==> src/rtl/level_fifo.sv <==
`default_nettype none
// ============================================================================
//  Module      : level_fifo
//  Description : Single-clock FIFO that uses every slot. Exports fill level,
//                almost-full/almost-empty thresholds, show-ahead or registered
//                read data, a synchronous flush, and sticky error flags.
//  Revision    : 1.0 - initial release
// ============================================================================
module level_fifo #(
    parameter int NR_OF_ENTRIES      = 16,
    parameter int BIT_WIDTH          = 32,
    parameter int ALMOST_FULL_LEVEL  = 12,
    parameter int ALMOST_EMPTY_LEVEL = 2,
    parameter int SHOW_AHEAD         = 1
) (
    input  logic                                   clock,
    input  logic                                   reset,
    input  logic                                   clear,
    input  logic                                   push,
    input  logic                                   pop,
    input  logic [BIT_WIDTH-1:0]                   pushData,
    output logic [BIT_WIDTH-1:0]                   popData,
    output logic                                   full,
    output logic                                   empty,
    output logic                                   almostFull,
    output logic                                   almostEmpty,
    output logic [$clog2(NR_OF_ENTRIES+1)-1:0]     fillLevel,
    output logic                                   overflow,
    output logic                                   underflow
);

    localparam int              c_LW   = $clog2(NR_OF_ENTRIES + 1);
    localparam int              c_PW   = $clog2(NR_OF_ENTRIES);
    localparam logic [c_PW-1:0] c_LAST = c_PW'(NR_OF_ENTRIES - 1);

    logic [BIT_WIDTH-1:0] r_mem [0:NR_OF_ENTRIES-1];

    logic [c_PW-1:0] r_wptr_q, w_wptr_d;
    logic [c_PW-1:0] r_rptr_q, w_rptr_d;
    logic [c_LW-1:0] r_level_q, w_level_d;
    logic            r_overflow_q, w_overflow_d;
    logic            r_underflow_q, w_underflow_d;

    logic w_full;
    logic w_empty;
    logic w_push_ok;
    logic w_pop_ok;

    always_comb begin
        w_full    = (r_level_q == c_LW'(NR_OF_ENTRIES));
        w_empty   = (r_level_q == '0);
        w_push_ok = push & (~w_full | pop);
        w_pop_ok  = pop & ~w_empty;

        w_wptr_d      = r_wptr_q;
        w_rptr_d      = r_rptr_q;
        w_level_d     = r_level_q;
        w_overflow_d  = r_overflow_q;
        w_underflow_d = r_underflow_q;

        if (clear) begin
            w_wptr_d      = '0;
            w_rptr_d      = '0;
            w_level_d     = '0;
            w_overflow_d  = 1'b0;
            w_underflow_d = 1'b0;
        end else begin
            // Pointers wrap at the last slot so non-power-of-two depths work.
            if (w_push_ok) begin
                w_wptr_d = (r_wptr_q == c_LAST) ? '0 : r_wptr_q + c_PW'(1);
            end
            if (w_pop_ok) begin
                w_rptr_d = (r_rptr_q == c_LAST) ? '0 : r_rptr_q + c_PW'(1);
            end
            if (w_push_ok && !w_pop_ok) begin
                w_level_d = r_level_q + c_LW'(1);
            end else if (w_pop_ok && !w_push_ok) begin
                w_level_d = r_level_q - c_LW'(1);
            end
            if (push && !w_push_ok) begin
                w_overflow_d = 1'b1;
            end
            if (pop && !w_pop_ok) begin
                w_underflow_d = 1'b1;
            end
        end
    end

    always_ff @(posedge clock) begin
        if (reset) begin
            r_wptr_q      <= '0;
            r_rptr_q      <= '0;
            r_level_q     <= '0;
            r_overflow_q  <= 1'b0;
            r_underflow_q <= 1'b0;
        end else begin
            r_wptr_q      <= w_wptr_d;
            r_rptr_q      <= w_rptr_d;
            r_level_q     <= w_level_d;
            r_overflow_q  <= w_overflow_d;
            r_underflow_q <= w_underflow_d;
        end
    end

    always_ff @(posedge clock) begin
        if (!reset && !clear && w_push_ok) begin
            r_mem[r_wptr_q] <= pushData;
        end
    end

    generate
        if (SHOW_AHEAD != 0) begin : g_show_ahead
            // Masking the head when empty keeps the output at zero after reset/flush.
            assign popData = w_empty ? '0 : r_mem[r_rptr_q];
        end else begin : g_registered
            logic [BIT_WIDTH-1:0] r_pop_data_q, w_pop_data_d;

            always_comb begin
                w_pop_data_d = r_pop_data_q;
                if (!clear && w_pop_ok) begin
                    w_pop_data_d = r_mem[r_rptr_q];
                end
            end

            always_ff @(posedge clock) begin
                if (reset) begin
                    r_pop_data_q <= '0;
                end else begin
                    r_pop_data_q <= w_pop_data_d;
                end
            end

            assign popData = r_pop_data_q;
        end
    endgenerate

    assign full        = w_full;
    assign empty       = w_empty;
    assign almostFull  = (r_level_q >= c_LW'(ALMOST_FULL_LEVEL));
    assign almostEmpty = (r_level_q <= c_LW'(ALMOST_EMPTY_LEVEL));
    assign fillLevel   = r_level_q;
    assign overflow    = r_overflow_q;
    assign underflow   = r_underflow_q;

endmodule
`default_nettype wire

==> config.mk <==
export PLATFORM = sky130hd
export DESIGN_NAME = level_fifo
export DESIGN_NICKNAME = d
export VERILOG_FILES = /design/src/rtl/level_fifo.sv
export SDC_FILE = /design/constraint.sdc
export NUM_CORES = 1
export LEC_CHECK = 0
export CAP_MARGIN = 20
export CORE_MARGIN = 2
export CORE_UTILIZATION = 55
export CTS_BUF_LIST = sky130_fd_sc_hd__clkbuf_8
export CTS_CLUSTER_SIZE = 40
export DETAILED_ROUTE_END_ITERATION = 16
export PLACE_DENSITY = 0.75
export SLEW_MARGIN = 40
export SYNTH_ARGS = -nofsm -noshare
export SYNTH_HDL_FRONTEND = slang
export SYNTH_SLANG_ARGS = --single-unit
export TNS_END_PERCENT = 30
==> constraint.sdc <==
create_clock -name clock -period 6.5 [get_ports clock]
set_input_delay 1.3 -clock clock [delete_from_list [all_inputs] [get_ports clock]]
set_output_delay 1.3 -clock clock [all_outputs]
set_load 0.02 [all_outputs]
==> impl_metrics.prom, run 1 <==
# TYPE chip_impl_metric gauge
chip_impl_metric{name="fp.coreArea",unit="sq mm"} 0.0367
chip_impl_metric{name="gp_congestion",unit=""} 0.705
chip_impl_metric{name="ctsHoldBuffers",unit=""} 0
chip_impl_metric{name="netSwitchingFraction",unit=""} 0.236
chip_impl_metric{name="yosys_warnings",unit=""} 0
chip_impl_metric{name="routed_wire_length_per_instance",unit="microns"} 26.0
chip_impl_metric{name="number_of_global_route_vias_before_repair",unit=""} 10055
chip_impl_metric{name="htreeDepth",unit=""} 3
chip_impl_metric{name="antenna_found_initial",unit=""} 1
chip_impl_metric{name="finalCriticalPeriod",unit="ps"} 5030
chip_impl_metric{name="syn_area",unit="sq mm"} 0.0205
chip_impl_metric{name="max_stage_delay",unit="ps"} 840
chip_impl_metric{name="route.detailed.drc",unit=""} 0
chip_impl_metric{name="synthesized_area_per_cell",unit="sq um"} 22.7
chip_impl_metric{name="antenna_cells_inserted",unit=""} 0
chip_impl_metric{name="skew",unit="ps"} 33.5
chip_impl_metric{name="cp.required",unit="ps"} 5200
chip_impl_metric{name="die_x",unit="microns"} 197
chip_impl_info{name="cts_tree",value="built"} 1
chip_impl_metric{name="fp.dieArea",unit="sq mm"} 0.0388
chip_impl_metric{name="intPower",unit="uW"} 5530
chip_impl_metric{name="totalWireLength",unit="microns"} 40900
chip_impl_info{name="grt_setup_unrepaired",value="no"} 1
chip_impl_info{name="final_common_cell",value="edfxtp_1"} 1
chip_impl_metric{name="final_layout_size_suffix_gt1_frac",unit=""} 0.286
chip_impl_metric{name="detailed_place_hpwl",unit="microns"} 21000
chip_impl_metric{name="die_h",unit="microns"} 197
chip_impl_metric{name="routed_via_density",unit=""} 6.09
chip_impl_metric{name="worst_ir_drop_vdd",unit="uV"} 204
chip_impl_metric{name="drtPass1Iterations",unit=""} 5
chip_impl_metric{name="rows",unit=""} 70
chip_impl_metric{name="power.share.clock",unit=""} 0.372
chip_impl_metric{name="clk-insertion-delay-late",unit="ps"} 660
chip_impl_metric{name="number_of_synthesized_flops_with_an_enable_pin",unit=""} 512
chip_impl_metric{name="number_of_synthesized_register_bits",unit=""} 531
chip_impl_metric{name="grt_overflow_total",unit=""} 0
chip_impl_info{name="cp-end-kind",value="primary output"} 1
chip_impl_metric{name="reg2reg_slack",unit="ps"} 3420
chip_impl_metric{name="yosys.cell_types.count",unit=""} 45
chip_impl_metric{name="initialDrtViolationCount",unit=""} 872
chip_impl_info{name="run_status",value="completed"} 1
chip_impl_metric{name="path_max_fanout",unit=""} 37
chip_impl_metric{name="initial_core_util",unit=""} 0.559
chip_impl_metric{name="pre_cts_slack",unit="ps"} 2080
chip_impl_metric{name="final_report_hold_violation_count",unit=""} 0
chip_impl_metric{name="number_of_max_capacitance_violations_reported",unit=""} 0
chip_impl_metric{name="tightest_pin_transition",unit="ps"} 764
chip_impl_metric{name="number_of_cells_on_the_worst_reg_to_reg_path",unit=""} 9
chip_impl_metric{name="fin_hold_ws",unit="ps"} 478
chip_impl_info{name="hp-class",value="register to register"} 1
chip_impl_metric{name="netSwitchingPower",unit="uW"} 1710
chip_impl_metric{name="finalCoreUtilization",unit=""} 0.639
chip_impl_metric{name="number_of_buffers_created_by_cts",unit=""} 85
chip_impl_metric{name="seq_area_frac_synth",unit=""} 0.769
chip_impl_info{name="worstSetupEndpoint",value="popData[24]"} 1
chip_impl_metric{name="syn_nets",unit=""} 949
chip_impl_metric{name="timing.critical_path.arrival",unit="ps"} 3730
chip_impl_metric{name="post-route-period-util",unit=""} 0.774
chip_impl_metric{name="pin_count_of_the_biggest_net_entering_global_routing",unit=""} 43
chip_impl_metric{name="num-nets-final",unit=""} 1086
chip_impl_info{name="critical_path.reg2reg.startpoint",value="fillLevel[1]$_SDFFE_PP0P_"} 1
chip_impl_metric{name="cts_max_path_buffers",unit=""} 3
chip_impl_metric{name="detailroute.via_count",unit=""} 9600
chip_impl_metric{name="synthesis.instances",unit=""} 902
chip_impl_metric{name="postRouteAntennaNets",unit=""} 0
chip_impl_metric{name="pin_count",unit=""} 80
chip_impl_metric{name="grt_first_pass_wirelength",unit="microns"} 61500
chip_impl_metric{name="cts.repair_timing.setup_buffer_count",unit=""} 0
chip_impl_metric{name="fin_tns_setup",unit="ps"} 0
chip_impl_metric{name="maxClockFrequency",unit="MHz"} 199
chip_impl_metric{name="power-per-cell-area",unit="mW/mm^2"} 309
chip_impl_metric{name="final_max_slew_viol_count",unit=""} 0
chip_impl_info{name="yosys_most_used_dff",value="edfxtp_1"} 1
chip_impl_metric{name="p_leak",unit="uW"} 0.00734
chip_impl_info{name="crit_type",value="register to primary output"} 1
chip_impl_metric{name="buffer_ports.inserted",unit=""} 79
chip_impl_metric{name="syn_to_final_growth",unit="%"} 14.5
chip_impl_metric{name="post_cts.resized_instances",unit=""} 0
chip_impl_metric{name="timing.final.setup_violations",unit=""} 0
chip_impl_metric{name="tritoncts_num_sinks",unit=""} 531
chip_impl_info{name="chain_of_cells_forming_the_critical_path",value="buf_4 -> mux4_2 -> mux2_2 -> a221o_1 -> clkdlybuf4s50_1"} 1
chip_impl_info{name="mostFrequentLayoutCells",value="edfxtp_1, mux4_2, clkbuf_8, clkdlybuf4s50_1"} 1
chip_impl_metric{name="power_frac_seq",unit=""} 0.525
chip_impl_metric{name="total_design_power",unit="uW"} 7240
chip_impl_info{name="critical-path-slowest-cell",value="dfxtp_4"} 1
chip_impl_metric{name="clk_pin_slew",unit="ps"} 60
chip_impl_info{name="r2r-end",value="fillLevel[3]$_SDFFE_PP0P_"} 1
chip_impl_info{name="clk_tree_root_cell",value="clkbuf_8"} 1
chip_impl_metric{name="globalRouteTotalUtil",unit=""} 0.220
chip_impl_info{name="setup.worst_path.start_class",value="register"} 1
chip_impl_metric{name="relSlewSlack",unit=""} 0.491
chip_impl_metric{name="p_comb_frac",unit=""} 0.103
chip_impl_metric{name="async_reset_ff_frac",unit=""} 0
chip_impl_metric{name="fin_ws",unit="ps"} 1470
## cell usage after synthesis, types with 2 or more instances
library cell,n,share of area
edfxtp_1,512,0.75
mux4_2,128,0.14
nor2b_1,34,0.010
a221o_1,32,0.016
mux2_2,32,0.018
dfxtp_1,19,0.019
nor2_1,16,0.0029
buf_2,15,0.0037
clkbuf_1,15,0.0027
and3_1,14,0.0043
buf_6,9,0.0049
ha_1,9,0.0055
a21oi_1,7,0.0017
nand2_1,6,0.0011
buf_1,5,0.00092
buf_4,4,0.0015
inv_1,4,0.00073
nand3_1,4,0.00098
mux2i_1,3,0.0015
nor3_1,3,0.00073
xor2_1,3,0.0013
a21o_1,2,0.00073
a311o_1,2,0.00098
a31oi_1,2,0.00061
nor3b_1,2,0.00073
## power by group through the flow
stage / clock, uW / sequential, uW / combinational, uW
after floorplan: 0 / 3860 / 461
after global placement: 0 / 3870 / 742
after detailed placement: 0 / 3870 / 751
after CTS: 2750 / 3800 / 755
after global routing: 2890 / 3800 / 796
final: 2690 / 3800 / 748
## worst min-delay path by stage
stage | cells after the start | from | end
2_1_floorplan | 2 | r_rptr_q[3]$_SDFFE_PP0N_ | register
3_3_place_gp | 2 | underflow$_SDFFE_PP0P_ | underflow$_SDFFE_PP0P_
3_5_place_dp | 2 | underflow$_SDFFE_PP0P_ | underflow$_SDFFE_PP0P_
4_1_cts | 2 | underflow$_SDFFE_PP0P_ | underflow$_SDFFE_PP0P_
5_1_grt | 2 | underflow$_SDFFE_PP0P_ | underflow$_SDFFE_PP0P_
6_report | 2 | underflow$_SDFFE_PP0P_ | underflow$_SDFFE_PP0P_
## metrics by stage
stage / instances / instance area [sq um]
detailed placement: 1420 / 21800
finish: 1576 / 23500
CTS: 1576 / 23500
floorplan: 902 / 20500
global route: 1576 / 23500
global placement: 1420 / 21800
## worst max-delay path: cells and delay by family, from the launching register on
kind	cells	cell delay (ps)
compound gates	1	320
buf+inv	2	1060
flops	1	840
mux	2	840
## registers in the layout, summed over array words and instances (netlist names), named ones only
register,cells
fillLevel,5
underflow,1
r_rptr_q,4
r_mem,512
overflow,1
r_wptr_q,4
## final cells by class
class / instances / area [sq um]
fill: 2410 / 13200
timing repair buffer: 98 / 933
sequential: 531 / 15800
clock buffer: 89 / 1220
multi-input combinational: 319 / 4540
inverter: 4 / 15.0
clock inverter: 67 / 405
tap: 468 / 586
## metal layers
| metal | up-vias | track usage | routed length [microns] |
|---|---|---|---|
| met4 | 2 | 0.0657 | 712 |
| met1 | 5035 | 0.304 | 17100 |
| met3 | 65 | 0.0449 | 2570 |
| met2 | 364 | 0.361 | 20600 |
| met5 | - | 0 | 13 |
| li1 | 4134 | - | - |
## cell families after synthesis
family,synth area share
AOI/OAI and AO/OA,0.0255
xor gates and xnor gates,0.00171
adders and majority gates,0.00647
buffers and inverters,0.0145
DFF,0.769
muxes,0.160
and+or+nand+nor,0.0237
(Power assumes the default switching activity.)
==> run 2: changes to the inputs <==
PLACE_DENSITY = 0.78   (was 0.75)
clock period = 4.6 ns   (was 6.5 ns; I/O delays follow)
==> run 2 against run 1 <==
Compared with the run above: clock skew is 15 ps lower; critical path type unchanged; highest routed layer unchanged; wire length grew 4.0%; register-to-register slack got worse by 1900 ps; worst setup slack worse by 1100 ps; sequential cell count unchanged.
==> impl_metrics.prom, run 2 (same netlist as run 1, synthesis figures left out) <==
# TYPE chip_impl_metric gauge
chip_impl_metric{name="htreeDepth",unit=""} 3
chip_impl_metric{name="fill_cells",unit=""} 2358
chip_impl_metric{name="die_h",unit="microns"} 197
chip_impl_info{name="crit_type",value="register to primary output"} 1
chip_impl_metric{name="number_of_buffers_created_by_cts",unit=""} 83
chip_impl_metric{name="globalRouteTotalUtil",unit=""} 0.229
chip_impl_metric{name="final_max_slew_viol_count",unit=""} 0
chip_impl_metric{name="timing.critical_path.arrival",unit="ps"} 3330
chip_impl_info{name="final_common_cell",value="edfxtp_1"} 1
chip_impl_metric{name="post_cts.resized_instances",unit=""} 0
chip_impl_metric{name="min_path_cells",unit=""} 2
chip_impl_metric{name="cts.repair_timing.setup_buffer_count",unit=""} 0
chip_impl_metric{name="final_layout_size_suffix_gt1_frac",unit=""} 0.288
chip_impl_metric{name="fp.dieArea",unit="sq mm"} 0.0388
chip_impl_info{name="grt_setup_unrepaired",value="no"} 1
chip_impl_metric{name="cts_max_path_buffers",unit=""} 3
chip_impl_metric{name="routed_via_density",unit=""} 6.22
chip_impl_info{name="clk_tree_root_cell",value="clkbuf_8"} 1
chip_impl_info{name="setup.worst_path.start_class",value="register"} 1
chip_impl_info{name="hp-class",value="register to register"} 1
chip_impl_metric{name="pre_cts_slack",unit="ps"} 930
chip_impl_metric{name="number_of_global_route_vias_before_repair",unit=""} 10508
chip_impl_metric{name="fin_ws",unit="ps"} 347
chip_impl_metric{name="routed_wire_length_per_instance",unit="microns"} 27.0
chip_impl_metric{name="pin_count",unit=""} 80
chip_impl_metric{name="detailroute.via_count",unit=""} 9803
chip_impl_metric{name="rows",unit=""} 70
chip_impl_metric{name="grt_first_pass_wirelength",unit="microns"} 63700
chip_impl_metric{name="totalWireLength",unit="microns"} 42500
chip_impl_metric{name="buffer_ports.inserted",unit=""} 79
chip_impl_info{name="mostFrequentLayoutCells",value="edfxtp_1, mux4_2, clkbuf_8, clkdlybuf4s50_1, inv_1"} 1
chip_impl_metric{name="die_x",unit="microns"} 197
chip_impl_metric{name="fin_tns_setup",unit="ps"} 0
chip_impl_metric{name="number_of_max_capacitance_violations_reported",unit=""} 0
chip_impl_metric{name="initial_core_util",unit=""} 0.559
chip_impl_metric{name="ctsHoldBuffers",unit=""} 0
chip_impl_metric{name="route.detailed.drc",unit=""} 0
chip_impl_metric{name="clk-insertion-delay-late",unit="ps"} 610
chip_impl_metric{name="final_report_hold_violation_count",unit=""} 0
chip_impl_info{name="regMostFlops",value="r_mem"} 1
chip_impl_metric{name="postRouteAntennaNets",unit=""} 0
chip_impl_metric{name="antenna_cells_inserted",unit=""} 0
chip_impl_metric{name="largest_register_ffs",unit=""} 512
chip_impl_metric{name="finalCriticalPeriod",unit="ps"} 4250
chip_impl_metric{name="skew",unit="ps"} 18.6
chip_impl_metric{name="power-per-cell-area",unit="mW/mm^2"} 423
chip_impl_metric{name="clk_pin_slew",unit="ps"} 70
chip_impl_metric{name="path_max_fanout",unit=""} 18
chip_impl_metric{name="syn_to_final_growth",unit="%"} 15.0
chip_impl_info{name="cp-end-kind",value="primary output"} 1
chip_impl_metric{name="post_dp_cell_area",unit="sq mm"} 0.0221
chip_impl_metric{name="antenna_found_initial",unit=""} 1
chip_impl_info{name="run_status",value="completed"} 1
chip_impl_metric{name="fin_hold_ws",unit="ps"} 484
chip_impl_metric{name="tightest_pin_transition",unit="ps"} 744
chip_impl_metric{name="final_design_area_no_fill",unit="sq mm"} 0.0236
chip_impl_metric{name="p_leak",unit="uW"} 0.00738
chip_impl_info{name="cts_tree",value="built"} 1
chip_impl_metric{name="detailed_place_hpwl",unit="microns"} 23100
chip_impl_metric{name="worst_ir_drop_vdd",unit="uV"} 329
chip_impl_metric{name="finalCoreUtilization",unit=""} 0.643
chip_impl_metric{name="drtPass1Iterations",unit=""} 5
chip_impl_metric{name="post-route-period-util",unit=""} 0.925
chip_impl_metric{name="tritoncts_num_sinks",unit=""} 531
chip_impl_metric{name="relSlewSlack",unit=""} 0.503
chip_impl_metric{name="maxClockFrequency",unit="MHz"} 235
chip_impl_metric{name="initialDrtViolationCount",unit=""} 779
chip_impl_metric{name="grt_overflow_total",unit=""} 0
chip_impl_metric{name="cp.required",unit="ps"} 3680
chip_impl_metric{name="number_of_cells_on_the_worst_reg_to_reg_path",unit=""} 9
chip_impl_metric{name="timing.final.setup_violations",unit=""} 0
chip_impl_metric{name="pin_count_of_the_biggest_net_entering_global_routing",unit=""} 40
chip_impl_metric{name="fp.coreArea",unit="sq mm"} 0.0367
chip_impl_metric{name="gp_congestion",unit=""} 0.713
chip_impl_metric{name="num-nets-final",unit=""} 1099
[run 2: power breakdown]
group,internal [uW],switching [uW]
Sequential,5320,33.7
Clock,1800,1720
Combinational,528,579
Total,7650,2330
[run 2: layer usage]
layer  routed length [microns]  vias up  GRT usage
met5                        13        -          0
met4                       989        2     0.0860
met3                      3450       74     0.0504
met2                     21600      459      0.377
met1                     16500     5118      0.304
li1                          -     4150          -
[run 2: layout make-up]
| type | count | area (sq um) | area share |
|---|---|---|---|
| clock buffer | 84 | 1160 | 0.0490 |
| clock inverter | 56 | 293 | 0.0124 |
| inverter | 4 | 15.0 | 0.000637 |
| multi-input combinational | 319 | 4500 | 0.191 |
| sequential | 531 | 15800 | 0.668 |
| tap | 468 | 586 | 0.0248 |
| timing repair buffer | 113 | 1270 | 0.0539 |
[run 2: worst max-delay path: stages (launching register included)]
cell	delay, ps
dfxtp_4	600
buf_4	380
mux4_2	540
mux2_2	280
a221o_1	330
clkdlybuf4s50_1	560
[run 2: through the flow]
stage               total power [uW]  instances
floorplan                       6110        902
global placement                6560       1434
detailed placement              6580       1435
CTS                            10100       1575
global route                   10300       1575
finish                          9990       1575
[run 2: final timing paths]
check                       startpoint                         to  slack [ps]
max                           register                 popData[8]         350
min             underflow$_SDFFE_PP0P_     underflow$_SDFFE_PP0P_         480
max reg2reg  fillLevel[1]$_SDFFE_PP0P_  fillLevel[3]$_SDFFE_PP0P_        1540
min reg2reg     underflow$_SDFFE_PP0P_     underflow$_SDFFE_PP0P_         480
==> run 3: changes to the inputs <==
TNS_END_PERCENT = not set   (was 30)
==> results of run 3 <==
No change in the layout: final DEF, timing and power equal those of run 2.
